===== src/rtl/adc_channel_pack.sv =====
// Packs the samples of the enabled ADC channels into full-width FIFO words.
// Samples spill across word boundaries so that no sample is dropped or padded.
module adc_channel_pack #(
    parameter int NUM_OF_CHANNELS = 2,
    parameter int DATA_WIDTH      = 16
) (
    input  logic                                  adc_clk,
    input  logic                                  adc_rst,
    input  logic [NUM_OF_CHANNELS-1:0]            adc_enable,
    input  logic                                  adc_valid,
    input  logic [NUM_OF_CHANNELS*DATA_WIDTH-1:0] adc_data,
    input  logic                                  fifo_full,
    output logic                                  packed_wr,
    output logic [NUM_OF_CHANNELS*DATA_WIDTH-1:0] packed_data,
    output logic                                  packed_sync,
    output logic                                  adc_dovf
);

    localparam int N     = NUM_OF_CHANNELS;
    localparam int W     = DATA_WIDTH;
    localparam int DEPTH = 2 * N - 1;
    localparam int CW    = $clog2(2 * N);

    logic [W-1:0]   buf_q [DEPTH];
    logic [W-1:0]   buf_d [DEPTH];
    logic [W-1:0]   merged [DEPTH];
    logic [CW-1:0]  fill_q, fill_d;
    logic [N-1:0]   enable_q, enable_d;
    logic           sync_armed_q, sync_armed_d;
    logic           packed_wr_q, packed_wr_d;
    logic [N*W-1:0] packed_data_q, packed_data_d;
    logic           packed_sync_q, packed_sync_d;
    logic           adc_dovf_q, adc_dovf_d;

    logic           enable_changed;
    logic           armed;
    int             count;

    always_comb begin
        enable_d       = adc_enable;
        enable_changed = (adc_enable != enable_q);
        armed          = sync_armed_q | enable_changed;
        count          = enable_changed ? 0 : int'(fill_q);

        // An enable change drops the partial word before the new samples land.
        for (int j = 0; j < DEPTH; j++) begin
            merged[j] = enable_changed ? '0 : buf_q[j];
        end

        if (adc_valid && (|adc_enable)) begin
            for (int i = 0; i < N; i++) begin
                if (adc_enable[i]) begin
                    for (int j = 0; j < DEPTH; j++) begin
                        if (j == count) begin
                            merged[j] = adc_data[i*W +: W];
                        end
                    end
                    count = count + 1;
                end
            end
        end

        buf_d         = merged;
        fill_d        = CW'(count);
        sync_armed_d  = armed;
        packed_wr_d   = 1'b0;
        packed_data_d = packed_data_q;
        packed_sync_d = 1'b0;
        adc_dovf_d    = 1'b0;

        if (count >= N) begin
            for (int j = 0; j < N - 1; j++) begin
                buf_d[j] = merged[j+N];
            end
            for (int j = N - 1; j < DEPTH; j++) begin
                buf_d[j] = '0;
            end
            fill_d = CW'(count - N);

            // A dropped word keeps the sync marker for the next word that lands.
            if (fifo_full) begin
                adc_dovf_d = 1'b1;
            end else begin
                packed_wr_d   = 1'b1;
                packed_sync_d = armed;
                sync_armed_d  = 1'b0;
                for (int j = 0; j < N; j++) begin
                    packed_data_d[j*W +: W] = merged[j];
                end
            end
        end
    end

    always_ff @(posedge adc_clk) begin
        if (adc_rst) begin
            for (int j = 0; j < DEPTH; j++) begin
                buf_q[j] <= '0;
            end
            fill_q        <= '0;
            enable_q      <= '0;
            sync_armed_q  <= 1'b1;
            packed_wr_q   <= 1'b0;
            packed_data_q <= '0;
            packed_sync_q <= 1'b0;
            adc_dovf_q    <= 1'b0;
        end else begin
            buf_q         <= buf_d;
            fill_q        <= fill_d;
            enable_q      <= enable_d;
            sync_armed_q  <= sync_armed_d;
            packed_wr_q   <= packed_wr_d;
            packed_data_q <= packed_data_d;
            packed_sync_q <= packed_sync_d;
            adc_dovf_q    <= adc_dovf_d;
        end
    end

    assign packed_wr   = packed_wr_q;
    assign packed_data = packed_data_q;
    assign packed_sync = packed_sync_q;
    assign adc_dovf    = adc_dovf_q;

endmodule


===== config.mk =====
export PLATFORM = sky130hd
export DESIGN_NAME = adc_channel_pack
export DESIGN_NICKNAME = d
export VERILOG_FILES = /design/src/rtl/adc_channel_pack.sv
export SDC_FILE = /design/constraint.sdc
export NUM_CORES = 1
export LEC_CHECK = 0
export BUFFER_PORTS_ARGS = -buffer_cell sky130_fd_sc_hd__buf_2
export CAP_MARGIN = 10
export CORE_MARGIN = 4
export CORE_UTILIZATION = 35
export CTS_CLUSTER_SIZE = 24
export DETAILED_ROUTE_END_ITERATION = 6
export PLACE_DENSITY = 0.66
export REMOVE_ABC_BUFFERS = 1
export SYNTH_ARGS = -nofsm -noshare
export SYNTH_HDL_FRONTEND = slang
export SYNTH_SLANG_ARGS = --single-unit

===== constraint.sdc =====
create_clock -name adc_clk -period 10.3 [get_ports adc_clk]
set_input_delay 0.515 -clock adc_clk [delete_from_list [all_inputs] [get_ports adc_clk]]
set_output_delay 0.515 -clock adc_clk [all_outputs]
set_load 0.01 [all_outputs]

==> impl_metrics.json, run 1 <==
{
  "fin_hold_ws_ns": 0.392,
  "vias_per_cell": 5.65,
  "postCtsHoldBufs": 0,
  "ys_seq_area_frac": 0.455,
  "htree_levels": 3,
  "r2r_slack_ns": 5.12,
  "cts.sinks": 88,
  "cpMaxStageDelayCell": "a21oi_1",
  "path_class": "flop to flop",
  "wl_per_cell_um": 18.2,
  "cts_buffers": 9,
  "synth-async-reset-ratio": 0,
  "ant_nets": 0,
  "fin_nets": 521,
  "syn_to_final_growth_pct": 15.7,
  "die_w_um": 113,
  "r2r-end": "buf_q[34]$_SDFF_PP0_",
  "clk_pin_slew_ns": 0.09,
  "worstPathRequired_ns": 10.51,
  "grt_max_degree": 51,
  "total_power_w": 0.000702,
  "crit_top_cell": "nand2_1",
  "postCtsSetupBuffers": 0,
  "cp_max_fo": 18,
  "fin_crit_sh": 0.503,
  "clockRootBuffer": "clkbuf_8",
  "setup-violations-final": 0,
  "ff2ff_path_depth": 14,
  "hold_start": "fifo_full",
  "route.detailed.drc": 0,
  "dpl-instance-area_mm2": 0.00428,
  "die_y_um": 113,
  "ir_drop_mv": 0.0618,
  "wl_mm": 11.4,
  "dr.first_iter.drc_count": 323,
  "yosys.area.top_type": "dfxtp_1",
  "status": "finished clean",
  "fin_skew_ns": 0.0106,
  "synth-main-ff-cell": "dfxtp_1",
  "holdCritPathClass": "input port to flop",
  "synth_top_cell_area_share": 0.455,
  "core_mm2": 0.0108,
  "finalHoldViolCount": 0,
  "worstSetupEndpointType": "flop",
  "avgSynthCellArea_um2": 9.03,
  "max_freq_ghz": 0.193,
  "antenna_cells": 0,
  "dr_total_vias": 3522,
  "tightest_slew_ns": 1.15,
  "core.rowCount": 38,
  "cap_violations": 0,
  "postLayoutCellArea_mm2": 0.00448,
  "firstDrtPassIters": 5,
  "gp_congestion": 0.829,
  "reg2reg_from": "enable_q[1]$_SDFF_PP0_",
  "dieArea_mm2": 0.0128,
  "start_util": 0.357,
  "io_pins": 73,
  "clock_latency_ns": 0.36,
  "cp.arrival_ns": 5.38,
  "synth.distinct_cells": 42,
  "p_leak_nw": 1.90,
  "synth_seq_cells": 88,
  "grt_antenna_before_repair": 0,
  "synth_edf_count": 0,
  "crit_chain": "xor2_2, nor2_1, nand2_1, ha_1, nand2_1, o21ai_0, inv_1, ha_1, nand2_1, a21oi_1, o311ai_2, buf_4, a211oi_1, o22ai_1",
  "powerDensity_mw_per_mm2": 157,
  "max-slew-margin-rel": 0.234,
  "grt_use_total": 0.178,
  "syn_inst": 429,
  "cp-start-kind": "flop",
  "finalSetupTns_ns": 0,
  "place.port_buffers": 72,
  "synthTopCellsByArea": "dfxtp_1 45%, o22ai_1 7.8%, a211oi_1 6.4%",
  "gr-total-overflow": 0,
  "dpl.hpwl_mm": 7.50,
  "drv_slew": 0,
  "hold_depth": 3,
  "grt_pass1_wl_mm": 18.2,
  "drive_above_1_share": 0.213,
  "cts_resized": 0,
  "max_stage_delay_ns": 0.89,
  "cts_tree": "built",
  "ys.warnings.count": 0,
  "holdPathEnd": "adc_dovf$_SDFF_PP0_",
  "min_period_ns": 5.18,
  "grt_pass1_vias": 3541,
  "clk_path_buf_depth": 2,
  "grt_setup_unrepaired": "false",
  "netlist_area_mm2": 0.00387
}
## placed cells by master, fill, tap and decap left out, types with 9 or more instances in the layout
cell      count
a211oi_1     33
a222oi_1     16
a22o_1       16
and3_1       33
buf_2        72
clkbuf_8      9
dfxtp_1      88
nand2_1      30
nand2b_1     19
nor2_1       54
o22ai_1      48
## registers in the layout (all words and copies together), names as in the netlist
signal / cells
packed_data: 32
buf_q: 48
sync_armed_q: 1
packed_sync: 1
packed_wr: 1
enable_q: 2
fill_q: 2
adc_dovf: 1
## report_power, final
group / internal (W) / total (W) / switching (W)
sequential: 0.000351 / 0.000357 / 0.00000613
combinational: 0.0000334 / 0.0000954 / 0.0000620
clock: 0.000115 / 0.000249 / 0.000134
total: 0.000499 / 0.000702 / 0.000202
## per-stage QoR
stage	utilization	instances	worst slack, ns
detailed placement	0.395	607	4.95
global route	0.413	623	4.57
floorplan	-	390	5.31
global placement	0.395	607	5.16
finish	0.413	623	5.12
CTS	0.413	623	5.15
## routing by layer
layer,routed length (um),global-route usage
met1,5100,0.236
met2,5260,0.280
met3,756,0.0444
met4,245,0.0665
met5,0,0
## cell type report
type | instances | area, um2
tap | 140 | 175
multi-input combinational | 297 | 1920
fill | 1109 | 6360
inverter | 5 | 18.8
sequential | 88 | 1760
clock buffer | 9 | 124
clock inverter | 7 | 78.8
timing repair buffer | 77 | 398
## critical path, delay by kind of cell (launching register included)
family	cells	cell delay, ns
flip-flops	1	0.60
AO/OA/AOI/OAI	5	1.93
XOR/XNOR	1	0.25
buffers and inverters	2	0.43
adder cells (fa/ha/maj)	2	0.53
AND/OR/NAND/NOR	4	1.28
## logic make-up (layout without fill, tap and decap cells)
| group | after synthesis | count (layout) | share of synthesized area |
|---|---|---|---|
| and+or+nand+nor | 153 | 153 | 0.199 |
| AOI/OAI and AO/OA | 133 | 133 | 0.266 |
| DFF | 88 | 88 | 0.455 |
| buffers and inverters | 44 | 98 | 0.0485 |
| xor gates and xnor gates | 6 | 6 | 0.0155 |
| adders and majority gates | 5 | 5 | 0.0162 |
## how the worst max path moves through the flow
stage          cells past startpoint                    from                            to  slack (ns)
3_3_place_gp                      15           adc_enable[1]  packed_data[15]$_SDFFE_PP0P_        5.16
6_report                          14  enable_q[1]$_SDFF_PP0_          buf_q[34]$_SDFF_PP0_        5.12
5_1_grt                           14  enable_q[1]$_SDFF_PP0_          buf_q[41]$_SDFF_PP0_        4.57
2_1_floorplan                     12  enable_q[1]$_SDFF_PP0_  packed_data[16]$_SDFFE_PP0P_        5.31
3_5_place_dp                      15           adc_enable[1]          buf_q[34]$_SDFF_PP0_        4.95
4_1_cts                           14  enable_q[1]$_SDFF_PP0_          buf_q[34]$_SDFF_PP0_        5.15
## cell usage after synthesis (all sizes together) (4+ instances only)
cell     n
a211oi  33
nand2b  19
a22o    16
buf     14
o22ai   48
clkbuf  25
a222oi  16
xor2     4
ha       5
dfxtp   88
and3    33
o21ai    5
nand2   30
nor2    54
inv      5
(Power assumes the default switching activity.)
==> run 2, diff against run 1 <==
clock period = 5.26 ns   (was 10.3 ns; I/O delays follow)
==> impl_metrics.json, run 2 (same netlist as run 1, synthesis figures left out) <==
{
  "clk_pin_slew_ns": 0.08,
  "postCtsHoldBufs": 0,
  "grt_pass1_vias": 3540,
  "start_util": 0.357,
  "drive_above_1_share": 0.215,
  "worstPathRequired_ns": 5.54,
  "dpl.hpwl_mm": 7.51,
  "setup-violations-final": 0,
  "die_y_um": 113,
  "largest-register": "buf_q",
  "fin_ws_ns": 0.595,
  "finalSetupTns_ns": 0,
  "gr-total-overflow": 0,
  "ant_nets": 0,
  "holdPathEnd": "adc_dovf$_SDFF_PP0_",
  "min_period_ns": 4.66,
  "path_class": "flop to flop",
  "grt_pass1_wl_mm": 18.5,
  "reg2reg_from": "enable_q[1]$_SDFF_PP0_",
  "io_pins": 73,
  "dpl-instance-area_mm2": 0.00429,
  "cts_resized": 0,
  "drv_slew": 0,
  "cts_tree": "built",
  "grt_antenna_before_repair": 0,
  "dr_total_vias": 3507,
  "r2r_slack_ns": 0.60,
  "core_mm2": 0.0108,
  "max-slew-margin-rel": 0.249,
  "cts_buffers": 9,
  "ir_drop_mv": 0.114,
  "gp_congestion": 0.848,
  "ff2ff_path_depth": 13,
  "grt_setup_unrepaired": "false",
  "status": "finished clean",
  "dr.first_iter.drc_count": 338,
  "hold_depth": 3,
  "core.rowCount": 38,
  "crit_start": "enable_q[1]$_SDFF_PP0_",
  "fill_cells": 1119,
  "holdCritPathClass": "input port to flop",
  "firstDrtPassIters": 5,
  "clockRootBuffer": "clkbuf_8",
  "place_ws_ns": 0.566,
  "postCtsSetupBuffers": 0,
  "powerDensity_mw_per_mm2": 300,
  "wl_mm": 11.4,
  "final_cell_mix": "88 x dfxtp_1, 72 x buf_2, 54 x nor2_1",
  "die_w_um": 113,
  "hold_start": "fifo_full",
  "fin_nets": 523,
  "fin_util": 0.413,
  "layout_commonest_cell": "dfxtp_1",
  "syn_to_final_growth_pct": 15.7,
  "r2r-end": "packed_data[18]$_SDFFE_PP0P_",
  "tightest_slew_ns": 1.12,
  "vias_per_cell": 5.62,
  "worstSetupEndpointType": "flop",
  "cp-start-kind": "flop",
  "total_power_w": 0.00135,
  "cap_violations": 0,
  "grt_use_total": 0.181,
  "wl_per_cell_um": 18.3,
  "dieArea_mm2": 0.0128,
  "largest_register_ffs": 48,
  "htree_levels": 3,
  "cp.arrival_ns": 4.95,
  "clk_path_buf_depth": 2,
  "cp_max_fo": 20,
  "grt_max_degree": 49,
  "antenna_cells": 0,
  "cts.sinks": 88,
  "finalHoldViolCount": 0,
  "fin_crit_sh": 0.887,
  "route.detailed.drc": 0,
  "p_leak_nw": 1.90,
  "postLayoutCellArea_mm2": 0.00448,
  "fin_skew_ns": 0.00514,
  "clock_latency_ns": 0.37,
  "place.port_buffers": 72,
  "max_freq_ghz": 0.214
}
==> run 2: changes by cell type in the layout (fill, tap and decap cells not counted) <==
cell | previous run | this run
clkbuf_8 | 9 | 12
buf_4 | 5 | 7
clkinv_4 | 3 | 1
bufinv_16 | 1 | 0
clkinv_2 | 1 | 0
clkinvlp_4 | 0 | 1
inv_6 | 2 | 1
==> run 2: per-layer routing <==
| metal | GRT usage | share of wire | vias up |
|---|---|---|---|
| li1 | - | - | 1704 |
| met1 | 0.245 | 0.46 | 1668 |
| met2 | 0.283 | 0.46 | 125 |
| met3 | 0.0422 | 0.066 | 10 |
| met4 | 0.0681 | 0.012 | 0 |
| met5 | 0 | 0 | - |
==> run 2: how the worst max path moves through the flow <==
stage               depth (start not counted)  slack [ns]                           end
finish                                     13        0.60  packed_data[18]$_SDFFE_PP0P_
global route                               13        0.03  packed_data[27]$_SDFFE_PP0P_
CTS                                        13        0.52  packed_data[18]$_SDFFE_PP0P_
global placement                           13        0.68  packed_data[19]$_SDFFE_PP0P_
floorplan                                  12        0.27  packed_data[16]$_SDFFE_PP0P_
detailed placement                         13        0.57  packed_data[29]$_SDFFE_PP0P_
==> run 2: where the power goes <==
part           internal, W  leakage (nW)  switching (W)
registers         0.000687         0.714      0.0000109
logic            0.0000665          1.09       0.000123
clock network     0.000211        0.0951       0.000248
total             0.000964          1.90       0.000382
==> run 2: per-stage QoR <==
stage / hold WS [ns] / cells
global route: 0.147 / 624
global placement: 0.470 / 609
floorplan: 0.335 / 390
finish: 0.139 / 624
CTS: 0.130 / 624
detailed placement: 0.473 / 609
==> run 2: worst max-delay path: stages, from the launching register on <==
cell,delay (ns)
dfxtp_1,0.59
xor2_2,0.25
nor2_1,0.89
nand2_1,0.29
ha_1,0.38
nand2_1,0.07
o21ai_0,0.17
ha_1,0.36
nand4b_1,0.09
o31ai_1,0.13
a2111oi_4,0.34
buf_4,0.31
nand2b_1,0.39
o22ai_1,0.30
==> run 2: final cells by class <==
cell class / instances / area, um2 / area share
multi-input combinational: 297 / 1920 / 0.429
sequential: 88 / 1760 / 0.393
timing repair buffer: 79 / 413 / 0.0921
tap: 140 / 175 / 0.0391
clock buffer: 12 / 165 / 0.0369
clock inverter: 3 / 25.0 / 0.00558
inverter: 5 / 18.8 / 0.00419
